===== src/rtl/fifo_to_utx_ctrl.sv =====
// ============================================================================
// Module   : fifo_to_utx_ctrl
// Brief    : Transmit-side sequencer. Pops one DATA_FIFO-bit word from the
//            output FIFO and hands it to the UART transmitter one DATA-bit
//            byte at a time, LSB byte first, using a start/busy handshake.
//            A byte that is not acknowledged (tx_busy rise) within ACK_TO
//            cycles is re-sent up to MAX_RETRY times; after that the word is
//            dropped and the sticky err flag is raised.
// Revision : 1.0 - initial release
// ============================================================================
`default_nettype none

module fifo_to_utx_ctrl #(
   parameter int DATA_FIFO = 64,
   parameter int DATA      = 8,
   parameter int N_BYTES   = DATA_FIFO / DATA,
   parameter int ACK_TO    = 16,
   parameter int MAX_RETRY = 3
) (
   input  logic                 sys_clk,
   input  logic                 sys_rst_l,
   input  logic                 en,
   input  logic                 clr_err,
   input  logic                 fifo_empty,
   input  logic [DATA_FIFO-1:0] fifo_dout,
   output logic                 pop,
   input  logic                 tx_busy,
   output logic                 tx_start,
   output logic [DATA-1:0]      tx_data,
   output logic                 busy,
   output logic                 err,
   output logic [15:0]          words_sent
);

   // Counter widths, guarded so degenerate parameter values still give
   // at least one bit.
   localparam int c_bc_w = (N_BYTES > 1)   ? $clog2(N_BYTES)       : 1;
   localparam int c_to_w = (ACK_TO > 1)    ? $clog2(ACK_TO)        : 1;
   localparam int c_rt_w = (MAX_RETRY > 0) ? $clog2(MAX_RETRY + 1) : 1;

   localparam logic [c_bc_w-1:0] c_last_byte = c_bc_w'(N_BYTES - 1);
   localparam logic [c_to_w-1:0] c_to_last   = c_to_w'(ACK_TO - 1);
   localparam logic [c_rt_w-1:0] c_max_retry = c_rt_w'(MAX_RETRY);
   localparam logic [c_bc_w-1:0] c_bc_one    = c_bc_w'(1);
   localparam logic [c_to_w-1:0] c_to_one    = c_to_w'(1);
   localparam logic [c_rt_w-1:0] c_rt_one    = c_rt_w'(1);

   typedef enum logic [2:0] {
      S_IDLE  = 3'd0,
      S_POP   = 3'd1,
      S_CAPT  = 3'd2,
      S_START = 3'd3,
      S_ACK   = 3'd4,
      S_DONE  = 3'd5
   } state_t;

   state_t                r_state;
   logic [DATA_FIFO-1:0]  r_shreg;
   logic [c_bc_w-1:0]     r_byte_cnt;
   logic [c_to_w-1:0]     r_to_cnt;
   logic [c_rt_w-1:0]     r_retry_cnt;
   logic [DATA_FIFO-1:0]  w_shreg_shift;

   // Word register advanced by one byte; its low byte is the next to send.
   assign w_shreg_shift = r_shreg >> DATA;

   // Moore-style strobes decoded from the state register. tx_start is also
   // gated by tx_busy so a start is never offered to a busy transmitter.
   assign pop      = (r_state == S_POP);
   assign tx_start = (r_state == S_START) && !tx_busy;
   assign busy     = (r_state != S_IDLE);

   // Sequencer: word fetch, per-byte handshake, ack timeout/retry, counters.
   always_ff @(posedge sys_clk or posedge sys_rst_l) begin
      if (sys_rst_l) begin
         r_state     <= S_IDLE;
         r_shreg     <= '0;
         r_byte_cnt  <= '0;
         r_to_cnt    <= '0;
         r_retry_cnt <= '0;
         tx_data     <= '0;
         err         <= 1'b0;
         words_sent  <= '0;
      end else begin
         // Clear first so that an abort in the same cycle overrides it.
         if (clr_err) begin
            err <= 1'b0;
         end

         case (r_state)
            S_IDLE: begin
               // en and fifo_empty only matter here; a word in flight
               // always completes.
               if (en && !fifo_empty) begin
                  r_state <= S_POP;
               end
            end

            S_POP: begin
               r_state <= S_CAPT;
            end

            S_CAPT: begin
               // FIFO read data is valid the cycle after the pop strobe.
               // tx_data is loaded here as well so it is already correct
               // in the cycle tx_start is first offered.
               r_shreg     <= fifo_dout;
               tx_data     <= fifo_dout[DATA-1:0];
               r_byte_cnt  <= '0;
               r_retry_cnt <= '0;
               r_state     <= S_START;
            end

            S_START: begin
               tx_data <= r_shreg[DATA-1:0];
               if (!tx_busy) begin
                  r_to_cnt <= '0;
                  r_state  <= S_ACK;
               end
            end

            S_ACK: begin
               if (tx_busy) begin
                  r_state <= S_DONE;
               end else if (r_to_cnt == c_to_last) begin
                  if (r_retry_cnt < c_max_retry) begin
                     // Re-offer the same byte.
                     r_retry_cnt <= r_retry_cnt + c_rt_one;
                     r_state     <= S_START;
                  end else begin
                     // Retries exhausted: the rest of the word is dropped
                     // and not counted.
                     err     <= 1'b1;
                     r_state <= S_IDLE;
                  end
               end else begin
                  r_to_cnt <= r_to_cnt + c_to_one;
               end
            end

            S_DONE: begin
               if (!tx_busy) begin
                  if (r_byte_cnt == c_last_byte) begin
                     words_sent <= words_sent + 16'd1;
                     r_state    <= S_IDLE;
                  end else begin
                     r_shreg     <= w_shreg_shift;
                     tx_data     <= w_shreg_shift[DATA-1:0];
                     r_byte_cnt  <= r_byte_cnt + c_bc_one;
                     r_retry_cnt <= '0;
                     r_state     <= S_START;
                  end
               end
            end

            default: begin
               r_state <= S_IDLE;
            end
         endcase
      end
   end

endmodule

`default_nettype wire


===== config.mk =====
export PLATFORM = sky130hd
export DESIGN_NAME = fifo_to_utx_ctrl
export DESIGN_NICKNAME = d
export VERILOG_FILES = /design/src/rtl/fifo_to_utx_ctrl.sv
export SDC_FILE = /design/constraint.sdc
export NUM_CORES = 1
export LEC_CHECK = 0
export ABC_AREA = 1
export BUFFER_PORTS_ARGS = -buffer_cell sky130_fd_sc_hd__buf_4
export CAP_MARGIN = 20
export CORE_MARGIN = 2
export CORE_UTILIZATION = 35
export CTS_BUF_LIST = sky130_fd_sc_hd__clkbuf_2
export DETAILED_ROUTE_END_ITERATION = 6
export GPL_ROUTABILITY_DRIVEN = 1
export PLACE_DENSITY = 0.67
export SYNTH_ARGS = -nofsm -noshare
export SYNTH_HDL_FRONTEND = slang
export SYNTH_SLANG_ARGS = --single-unit

===== constraint.sdc =====
create_clock -name sys_clk -period 9.1 [get_ports sys_clk]
set_input_delay 0.91 -clock sys_clk [delete_from_list [all_inputs] [get_ports sys_clk]]
set_output_delay 0.91 -clock sys_clk [all_outputs]
set_load 0.1 [all_outputs]

==> impl_summary.md <==
Routing
The detailed router finished its first iteration with 200 violations. Wires add up to 11200 µm. In this run the remaining antenna-violating nets after routing total 0. The number of vias in the routed layout is 4282. The remaining routing DRC violations is 0.

After detailed routing, the average wire length per cell comes to 12.0 µm. The detailed-router iteration count before antenna repair is 7. In the routed layout, each cell is associated on average with a via count of 4.58.

Pwr
The analysis attributes to cell leakage a power of 3.27 nW. The cell-internal power is 0.892 mW. In this run the power density over the cells is 268 nW/µm².

Across the VDD grid, the largest voltage drop is 143 µV. The final total power is 1.63 mW. The sequential share of power is 42.0%.

Of the total power, the share spent switching nets is 45.5%. The combinational power share is 44.5%. Per report_power, the clock group accounts for 13.5% of the total. The net switching power is 0.743 mW.

Critical path
STA puts the critical path data required time at 9.61 ns. The delay of the slowest cell on the worst path is 0.81 ns. Traced cell by cell, the critical path runs through inv_2, nand3_4, inv_2, nand2_1, a21oi_4, inv_2, nand2_1, nand2_1. For the worst setup path, the data arrival time is 3.51 ns. The critical path is of the flip-flop to flip-flop type.

Along the worst path, the maximum fanout reaches 94. STA classifies the critical path endpoint as a flip-flop. The critical path launch point type is a flip-flop. The slowest stage cell on the critical path is inv_2.

Timing
The number of max-slew violations in the final report is 0. In this run the tightest slew margin relative to its limit is 33.8%. Setup repair after global routing left no endpoint under its margin. The achievable frequency is 334 MHz. The count of endpoints failing setup in the final report is 0.

The slew at the pin closest to its max-slew limit is 0.994 ns. Across the routed clock network, the largest skew measured is 0.0440 ns. The final count of hold timing violations is 0.

The final period demand of the worst path is 3.00 ns. The part of the cycle the worst path needs is 32.9%. After routing, the total negative slack on setup checks comes to 0 ns.

Synth
Sequential cells were found to cover 48.3% of the synthesized design area. In the post-synthesis netlist, the biggest area contributors are dfrtp_1 48%, nand2_1 17%, o21ai_0 9.3%. The area share of the largest cell type after synthesis is 48.3%. Of all flip-flops after synthesis, the portion carrying an async set or reset was 100%. The most frequent cell after synthesis is nand2_1. The count of different cell masters after synthesis is 32. The synthesized instance count is 662. The cell taking the most area after synthesis is dfrtp_1.

The netlist area before placement is 5230 µm². By count the netlist is led by 232 x nand2_1, 101 x dfrtp_1, 97 x o21ai_0, 80 x inv_1, 35 x nor2_1. A synthesized cell averages 7.90 µm². The number of warnings reported in the yosys synthesis log is 0. Among all flip-flop cells after synthesis, the most frequent one is dfrtp_1. Synthesis inferred 101 register bits. The synthesized design contains 0 enable-type register cells. The synthesized net count is 738.

Die
The core region is 14600 µm². The die area is 15900 µm². Once the floorplan was initialized, standard cells occupied 35.8% of the core. The I/O pin total is 98. The floorplan has 44 rows. The y dimension of the die is 126 µm. The width of the die is 126 µm.

Clock tree
The number of clock buffers added by TritonCTS is 9. After clock tree synthesis, the flow added hold-fix buffers numbering 0. The insertion delay of the later-clocked pin in the worst-skew pair is 0.61 ns. Clock-pin slew was measured on the worst setup and hold paths at 0.29 ns. Gates resized during post-CTS repair numbered 0. The cell chosen for the clock root is clkbuf_2. TritonCTS built the clock tree. The post-CTS repair timing setup buffer count is 0.

The deepest level of the CTS H-tree is 3. No sink is reached through more buffers than the 2 on the longest clock path. The clock drives 101 sinks.

Finish
Relative to the synthesized area, the layout overhead comes to 16.9%. The count of antenna diodes in the layout is 0. Of the cells placed in the final design, the portion with a size suffix greater than 1 is 18.8%. After filler insertion, the fill cell instance count of the layout stands at 1478.

The net count of the finished layout is 821.

Global routing
The first-pass GRT wire length is 19000 µm. The number of global-route vias before repair came to 3957. The initial antenna violation count is 0. The final global-route overflow total is 0. Entering global routing, the biggest net connects 115 pins. For this run, the total global-route usage over all layers was measured as 14.7%.

Placed design
The HPWL after detailed placement is 7790 µm. The weighted congestion at the end of routability-driven global placement is 0.827. The count of buffers inserted at the top-level ports is 97.

Hold path
The type of the tightest min-delay check is input pin to asynchronous set/reset pin.

Status
The flow ran to the end, and the final reports show no timing, DRC or antenna violations.

Flow run
The number of maximum-capacitance violations is 0.
[layout make-up]
class,count,area [µm²],share of cell area (%)
clock inverters,5,58.8,0.962
flip-flops and latches,101,2530,41.4
clock buffers,11,55.1,0.901
inverters,86,325,5.32
well taps,184,230,3.77
multi-input cells,448,2170,35.5
repair buffers,99,743,12.2
[worst max-delay path, delay by kind of cell, from the launching register on]
family	cells	cell delay (ns)
compound gates	1	0.29
flops	1	0.49
buf+inv	3	1.05
simple gates	4	1.06
[final timing paths]
check / startpoint / slack, ns / cells past startpoint / end
min in group sys_clk: clr_err / 0.47 / 2 / err
max in group asynchronous: sys_rst_l / 7.61 / 3 / r_state[1]
max: r_state[1] / 6.10 / 8 / tx_data[7]
max reg2reg: r_state[1] / 6.10 / 8 / tx_data[7]
min reg2reg: r_shreg[4] / 0.51 / 2 / r_shreg[4]
min: sys_rst_l / 0.26 / 2 / r_shreg[43]
[flip-flops by register name, indices dropped and copies added (netlist names)]
register and count:
tx_data 8, words_sent 16, r_retry_cnt 2, r_shreg 64
r_state 3, r_byte_cnt 3, r_to_cnt 4, err 1
[metrics by stage]
step / worst slack [ns] / util, % / area, µm² / hold WS, ns / instances
floorplan: 5.54 / - / 5230 / 0.442 / 662
global placement: 6.17 / 41.1 / 6000 / 0.454 / 918
detailed placement: 6.06 / 41.1 / 6000 / 0.458 / 918
CTS: 6.07 / 41.9 / 6110 / 0.228 / 934
global route: 5.69 / 41.9 / 6110 / 0.223 / 934
finish: 6.10 / 41.9 / 6110 / 0.259 / 934
[layer usage]
layer | global-route usage [%] | vias up | wire length, µm
met2 | 21.6 | 99 | 4880
met3 | 3.61 | 12 | 672
met5 | 0 | - | 0
met1 | 21.2 | 1936 | 5500
met4 | 5.17 | 0 | 169
li1 | - | 2235 | -
[power groups by stage]
stage	logic [mW]	registers [mW]	clock network [mW]
floorplan	0.507	0.802	0
global placement	0.720	0.692	0
detailed placement	0.735	0.697	0
CTS	0.737	0.686	0.232
global route	0.829	0.707	0.250
finish	0.727	0.686	0.221
[cell usage in the layout, fill, tap and decap left out, types with 2 or more instances in the layout]
cell type	count
clkbuf_2	11
o211ai_1	2
xor2_1	8
nand3_2	2
o211ai_2	6
xnor2_1	5
nand4_1	7
inv_1	79
nor2_8	2
buf_4	99
nand2_1	232
dfrtp_1	101
o21ai_1	12
clkinv_1	2
nor2_1	35
nand2_2	3
ha_1	6
o21ai_0	97
inv_2	5
nand3_1	19
nand2_4	3
a21oi_4	2
[cell families after synthesis]
logic type      count (synthesis)  synth area share, %
flops                         101                 48.3
fa+ha+maj                       6                 1.44
buf+inv                       113                 10.1
xor+xnor                       13                 2.18
compound gates                121                 13.0
simple gates                  308                 24.9
No activity file was read; power rests on OpenSTA's default activity.
